==> src/rtl/led_pwm_pkg.sv <==
// Shared defaults and types for the four-channel LED PWM stage.
package led_pwm_pkg;

  localparam int CHANNELS_DEF  = 4;
  localparam int DUTY_BITS_DEF = 4;
  localparam int PRESCALE_DEF  = 256;

  typedef logic [DUTY_BITS_DEF-1:0] duty_t;

endpackage

==> src/rtl/led_pwm_tick.sv <==
// Prescaler and phase counter: one phase step every PRESCALE cycles,
// 2**DUTY_BITS-1 phases per period, cleared whenever enable is low.
module led_pwm_tick
  import led_pwm_pkg::*;
#(
  parameter int DUTY_BITS = DUTY_BITS_DEF,
  parameter int PRESCALE  = PRESCALE_DEF
) (
  input  logic                 clk,
  input  logic                 rst_n,
  input  logic                 enable_i,
  output logic                 step_o,
  output logic [DUTY_BITS-1:0] phase_o,
  output logic                 boundary_o
);

  localparam int                   PRE_W      = (PRESCALE > 1) ? $clog2(PRESCALE) : 1;
  localparam logic [PRE_W-1:0]     PRE_LAST   = PRE_W'(PRESCALE - 1);
  localparam logic [DUTY_BITS-1:0] PHASE_LAST = DUTY_BITS'((1 << DUTY_BITS) - 2);

  logic [PRE_W-1:0]     pre_q, pre_d;
  logic [DUTY_BITS-1:0] phase_q, phase_d;
  logic                 step;
  logic                 boundary;

  assign step     = enable_i && (pre_q == PRE_LAST);
  assign boundary = step && (phase_q == PHASE_LAST);

  always_comb begin
    pre_d   = pre_q;
    phase_d = phase_q;
    if (!enable_i) begin
      pre_d   = '0;
      phase_d = '0;
    end else if (step) begin
      pre_d   = '0;
      phase_d = boundary ? '0 : phase_q + 1'b1;
    end else begin
      pre_d   = pre_q + 1'b1;
    end
  end

  always_ff @(posedge clk) begin
    if (!rst_n) begin
      pre_q   <= '0;
      phase_q <= '0;
    end else begin
      pre_q   <= pre_d;
      phase_q <= phase_d;
    end
  end

  assign step_o     = step;
  assign phase_o    = phase_q;
  assign boundary_o = boundary;

endmodule

==> src/rtl/led_pwm.sv <==
// Four-channel LED PWM stage with a single pending duty slot that is
// applied only at a period boundary (or immediately while disabled).
module led_pwm
  import led_pwm_pkg::*;
#(
  parameter int CHANNELS  = CHANNELS_DEF,
  parameter int DUTY_BITS = DUTY_BITS_DEF,
  parameter int PRESCALE  = PRESCALE_DEF
) (
  input  logic                          clk,
  input  logic                          rst_n,
  input  logic                          enable,
  input  logic                          duty_valid,
  output logic                          duty_ready,
  input  logic [CHANNELS*DUTY_BITS-1:0] duty_data,
  output logic [CHANNELS-1:0]           led,
  output logic                          period_start
);

  localparam int DW = CHANNELS * DUTY_BITS;

  logic                 step;
  logic [DUTY_BITS-1:0] phase;
  logic                 boundary;

  logic [DW-1:0]       pend_q, pend_d;
  logic                pend_v_q, pend_v_d;
  logic [DW-1:0]       active_q, active_d;
  logic [CHANNELS-1:0] led_q, led_d;
  logic                period_start_q;
  logic                xfer;
  logic                apply;

  led_pwm_tick #(
    .DUTY_BITS (DUTY_BITS),
    .PRESCALE  (PRESCALE)
  ) u_tick (
    .clk        (clk),
    .rst_n      (rst_n),
    .enable_i   (enable),
    .step_o     (step),
    .phase_o    (phase),
    .boundary_o (boundary)
  );

  // Handshake: a transfer happens on any rising edge where duty_valid and
  // duty_ready are both high; duty_data is sampled only on that edge.
  // duty_ready depends on pend_v_q alone, so it stays low from the transfer
  // until the boundary that applies it, and valid may be held high freely.
  assign duty_ready = !pend_v_q;
  assign xfer       = duty_valid && duty_ready;
  assign apply      = pend_v_q && (boundary || !enable);

  always_comb begin
    pend_d   = pend_q;
    pend_v_d = pend_v_q;
    active_d = active_q;
    // apply and xfer never coincide: one needs a full slot, the other an empty one.
    if (apply) begin
      active_d = pend_q;
      pend_v_d = 1'b0;
    end
    if (xfer) begin
      pend_d   = duty_data;
      pend_v_d = 1'b1;
    end
  end

  for (genvar g = 0; g < CHANNELS; g++) begin : g_cmp
    assign led_d[g] = enable && (phase < active_q[g*DUTY_BITS +: DUTY_BITS]);
  end

  always_ff @(posedge clk) begin
    if (!rst_n) begin
      pend_q         <= '0;
      pend_v_q       <= 1'b0;
      active_q       <= '0;
      led_q          <= '0;
      period_start_q <= 1'b0;
    end else begin
      pend_q         <= pend_d;
      pend_v_q       <= pend_v_d;
      active_q       <= active_d;
      led_q          <= led_d;
      period_start_q <= boundary;
    end
  end

  assign led          = led_q;
  assign period_start = period_start_q;

  logic unused_step;
  assign unused_step = step;

endmodule

==> config.mk <==
export PLATFORM = sky130hd
export DESIGN_NAME = led_pwm
export DESIGN_NICKNAME = d
export VERILOG_FILES = /design/src/rtl/led_pwm_pkg.sv /design/src/rtl/led_pwm_tick.sv /design/src/rtl/led_pwm.sv
export SDC_FILE = /design/constraint.sdc
export NUM_CORES = 1
export LEC_CHECK = 0
export BUFFER_PORTS_ARGS = -buffer_cell sky130_fd_sc_hd__buf_4
export CAP_MARGIN = 20
export CORE_MARGIN = 2
export CORE_UTILIZATION = 62
export DETAILED_ROUTE_END_ITERATION = 6
export PLACE_DENSITY_LB_ADDON = 0.05
export REMOVE_ABC_BUFFERS = 1
export SKIP_LAST_GASP = 1
export SLEW_MARGIN = 20
export SYNTH_ARGS = -nofsm -noshare
export SYNTH_HDL_FRONTEND = slang
export SYNTH_SLANG_ARGS = --single-unit
export TNS_END_PERCENT = 20
==> constraint.sdc <==
create_clock -name clk -period 2.6 [get_ports clk]
set_input_delay 0.26 -clock clk [delete_from_list [all_inputs] [get_ports clk]]
set_output_delay 0.26 -clock clk [all_outputs]
set_load 0.05 [all_outputs]
# Word level (Yosys, flattened, before mapping)
# Index checks and enable logic that the tools add are counted.
# W data, S select, Z words.
dict set report op_classes {
  add_sub_neg 2
  order_cmp 4
  n_eq_ne 2
  n_mux 3
  bitwise_logic 2
  reduce_logical 14
}
# op n
set op_table {}
lappend op_table {{$lt A4 B4 Y1} 4}
lappend op_table {{$add A8 B1 Y8 const B} 1}
lappend op_table {{$eq A8 B8 Y1 const B} 1}
lappend op_table {{$logic_and A1 B1 Y1} 8}
lappend op_table {{$add A4 B1 Y4 const B} 1}
lappend op_table {{$eq A4 B4 Y1 const B} 1}
lappend op_table {{$mux W4} 1}
lappend op_table {{$reduce_or A3 Y1} 1}
lappend op_table {{$logic_not A1 Y1} 2}
lappend op_table {{$mux W1} 2}
lappend op_table {{$not A1 Y1} 2}
lappend op_table {{$reduce_and A2 Y1} 1}
lappend op_table {{$reduce_bool A2 Y1} 1}
lappend op_table {{$logic_or A1 B1 Y1} 1}
dict set report word_totals {
  ff_bits 50
}

# Longest topological paths before layout
dict set report depth {
  depth_word 7
  mapped_depth 8
}

# Cells and area by module
# From an unflattened synthesis, not the netlist that was laid out.
dict set report hier_totals {
  hier_cells 263
  hier_area_um2 2326.0
}
# mod n_inst cells_per_inst area_per_inst_um2 seq_area_each_um2
set modules_own_cells {}
lappend modules_own_cells {led_pwm 1 200 1760.4 760.7}
lappend modules_own_cells {led_pwm_tick 1 63 565.5 240.2}

# Worst setup path before layout
# OpenSTA, ideal clock, no wires.
dict set report synth_path {
  kind {register to register}
  startpoint {reg u_tick.phase_q[0], in the netlist u_tick.phase_o[0]}
  endpoint {reg active_q[7]}
  setup_time_ps 122
  arrival_ps 1503
  required_ps 2478
  setup_slack_ps 975
  stages_incl_launch_ff 8
  path_buffers 2
  period_less_slack_ps 1625
  path_cell_list {dfxtp_1 > clkbuf_1 > inv_1 > ha_1 > nand4_1 > o32ai_4 > buf_6 > o21ai_0}
}
dict set report synth_via {
  elab_chain_len 4
}
# element line_no
set synth_rtl {}
lappend synth_rtl {{from (decl)} led_pwm_tick.sv:22} ;# logic [DUTY_BITS-1:0] phase_q, phase_d;
lappend synth_rtl {{from (signal assigned)} led_pwm_tick.sv:49} ;# phase_q <= phase_d;
lappend synth_rtl {{$eq A4 B4 Y1} led_pwm_tick.sv:27} ;# assign boundary = step && (phase_q == PHASE_LAST);
lappend synth_rtl {{$logic_and A1 B1 Y1} led_pwm_tick.sv:27}
lappend synth_rtl {{$logic_or A1 B1 Y1} led_pwm.sv:52} ;# assign apply = pend_v_q && (boundary || !enable);
lappend synth_rtl {{$logic_and A1 B1 Y1} led_pwm.sv:52}
lappend synth_rtl {{to (signal assigned)} led_pwm.sv:83} ;# active_q <= active_d;
lappend synth_rtl {{to (decl)} led_pwm.sv:28} ;# logic [DW-1:0] active_q, active_d;
# Every way passes these cells.
# A chain may end at the register's enable or synchronous reset.

# Worst setup path in the final report
dict set report layout_path {
  startpoint {reg u_tick.phase_q[1], in the netlist u_tick.phase_o[1]}
  endpoint {reg active_q[13]}
}
# Same word-level chain as after synthesis.

==> metrics.txt <==
status=finished, final reports clean; vias in the first global route=1,574; maximum clock insertion buffer count=2; core area=3610 um2; Antenna diodes=0; RD Place Congestion=0.734; Slew Limit Headroom=64.1%; antenna violations before repair=0; wire length per cell=11.5 um; Num CTS Buffers=5; Synth top area share=43.7%; H-tree levels=2; final setup violating endpoints=0; Syn Area/Cell=8.87 um2; maximum vdd drop=0.000412 V; DRC violations left=0; Total Nets Final=314; Core Rows=22; WP data required=2.85 ns; initial core utilization=63.5%; Worst path top cell family by delay=flip-flops; WS Path Type=flop to flop; Slowest Stage Delay on Critical Path=0.51 ns; CTS tree=yes; DP Worst Slack=0.752 ns; Vias/cell=5.26; Post-Synth XOR/XNOR Area=2.30%; CP cell instances=ha_1 > nand4_1 > o32ai_4 > buf_4 > nand3_1 > o21ai_2; CP endpoint kind=flop; Cell Area, Synth=2290 um2; power density over cell area=563 nW/um2; Compound-Gate Fraction of Synth Area=18.7%; Root Buffer=clkbuf_8; Pleak=0.992 nW; Setup TNS=0 ns; Max Cap Viol=0; #FFs+latches synth=50; Routed WL=3780 um; DRT Pass-1 Iters=4; die area=4200 um2; setup bufs post-CTS=0; io pins=26; critical path peak fanout=25; Slew Viols, Final=0; die span in x=64.8 um; Sink Count=50; global-route wire length before repair=6950 um; final hold viol count=0; synth unique cells=32; number of port buffers=25; Worst Max-Slew Pin Slew=0.537 ns; Syn. warnings=0; final worst slack=0.730 ns; slowest cell on the critical path=dfxtp_1; largest net degree at the start of global routing=51; Max Clk Rate=0.535 GHz; final clock skew=0.00677 ns; Seq/Total Area, Yosys=43.7%; RSZ-0062 raised after global routing=false; Syn-to-layout area delta=13.2%; Tot GR Track Use=21.5%; CTS resizes=0; first-iteration detailed-routing DRC count=71; Post-Synth Simple-Gate Area=20.1%; Min-Delay Path Class=input port to flop; die height=64.8 um; Worst setup SP type=flop; layout cell share with drive strength beyond 1=19.6%; min Tclk post-route=1.87 ns; area leader, netlist=dfxtp_1; fill count=291; fin crit share=71.9%; Clk pin slew, worst setup/hold paths=0.09 ns; largest family of logic cells by synthesized area=simple AND/OR/NAND/NOR gates; Synth Area in Adders=8.20%; critical path arrival=2.12 ns; clk_lat worst skew=0.30 ns; Final ANT Viol Nets=0; Buf/Inv on CP=1; Post-DP HPWL=2620 um; post-synthesis mux area share=0.874%; via count=1,726; largest cells by area after synthesis=dfxtp_1 44%, nand2_1 8.5%, ha_1 8.2%; Synth Instances=258; hold_buf cts=0; GRT overflow=0
[cell usage after synthesis, drive strengths merged]
library cell / instances
inv: 15
a21o: 10
a31oi: 2
or3: 1
nand3: 21
nand4: 3
buf: 6
nor2: 14
clkbuf: 9
nand2b: 4
nand2: 52
xor2: 3
ha: 15
o32ai: 1
and4: 1
a311oi: 1
mux2i: 2
a211oi: 4
a21boi: 16
o21ai: 18
dfxtp: 50
a21oi: 3
nor2b: 1
xnor2: 3
and3: 3
[per-layer routing]
layer,GRT usage (%),wire length [um],vias to the layer above
met5,0,0,-
met2,35.2,1780,23
met3,4.17,103,7
met4,11.2,91,0
li1,-,-,911
met1,26.6,1800,785
[through the flow]
step	hold slack (ns)	util [%]	cell area [um2]	power, mW	cells
after floorplan	0.392	-	2200	0.877	243
after global placement	0.429	68.8	2480	0.933	320
after detailed placement	0.446	68.8	2480	0.935	320
after CTS	0.195	71.9	2590	1.46	328
after global routing	0.198	71.9	2590	1.52	328
final	0.195	71.9	2590	1.46	328
[cells in the final DEF (no fill, tap or decap), drive strengths merged]
cell type | netlist | layout
nand2b | 4 | 4
inv | 15 | 15
nand4 | 3 | 3
bufinv | 0 | 1
a211oi | 4 | 4
nor2b | 1 | 1
a31oi | 2 | 2
xor2 | 3 | 3
buf | 6 | 29
or3 | 1 | 1
mux2i | 2 | 2
a21boi | 16 | 16
nand2 | 52 | 52
and3 | 3 | 3
nor2 | 14 | 14
xnor2 | 3 | 3
and4 | 1 | 1
nand3 | 21 | 21
clkinvlp | 0 | 1
dfxtp | 50 | 50
a311oi | 1 | 1
o32ai | 1 | 1
a21oi | 3 | 3
a21o | 10 | 10
clkbuf | 9 | 6
o21ai | 18 | 18
ha | 15 | 15
[worst paths after layout]
path | startpoint | to | slack [ns] | cells past startpoint
setup / recovery | u_tick.phase_o[1] | active_q[13] | 0.73 | 6
hold / removal | duty_data[7] | pend_q[7] | 0.19 | 3
setup reg to reg | u_tick.phase_o[1] | active_q[13] | 0.73 | 6
hold reg to reg | pend_q[4] | active_q[4] | 0.46 | 2
[sequential cells by signal (all words and copies together) (netlist names)]
register        count
active_q           16
pend_q             16
u_tick.pre_q        8
led                 4
u_tick.phase_o      4
pend_v_q            1
period_start        1
[power by group]
part | total (mW) | internal, mW | switching [mW]
logic | 0.116 | 0.0490 | 0.0668
clock network | 0.543 | 0.287 | 0.256
registers | 0.799 | 0.788 | 0.0116
total | 1.46 | 1.12 | 0.334
[tightest hold or removal path: stages]
cell and delay [ns]:
buf_4 0.10, nand2_1 0.04, a21boi_1 0.05
[kinds of logic (layout without fill, tap and decap cells)]
| logic type | after synthesis | in the layout |
|---|---|---|
| buf+inv | 30 | 52 |
| simple gates | 100 | 100 |
| xor+xnor | 6 | 6 |
| compound gates | 55 | 55 |
| flops | 50 | 50 |
| mux | 2 | 2 |
| fa+ha+maj | 15 | 15 |
[area by class of cell]
type	instances	area [um2]	area share, %
Timing Repair Buffer	29	218	8.40
Tap cell	48	60.1	2.32
Clock buffer	6	72.6	2.80
Multi-Input combinational cell	178	1150	44.3
Inverter	15	56.3	2.17
Sequential cell	50	1000	38.6
Clock inverter	2	37.5	1.45
Power figures use the tool's default switching activity.
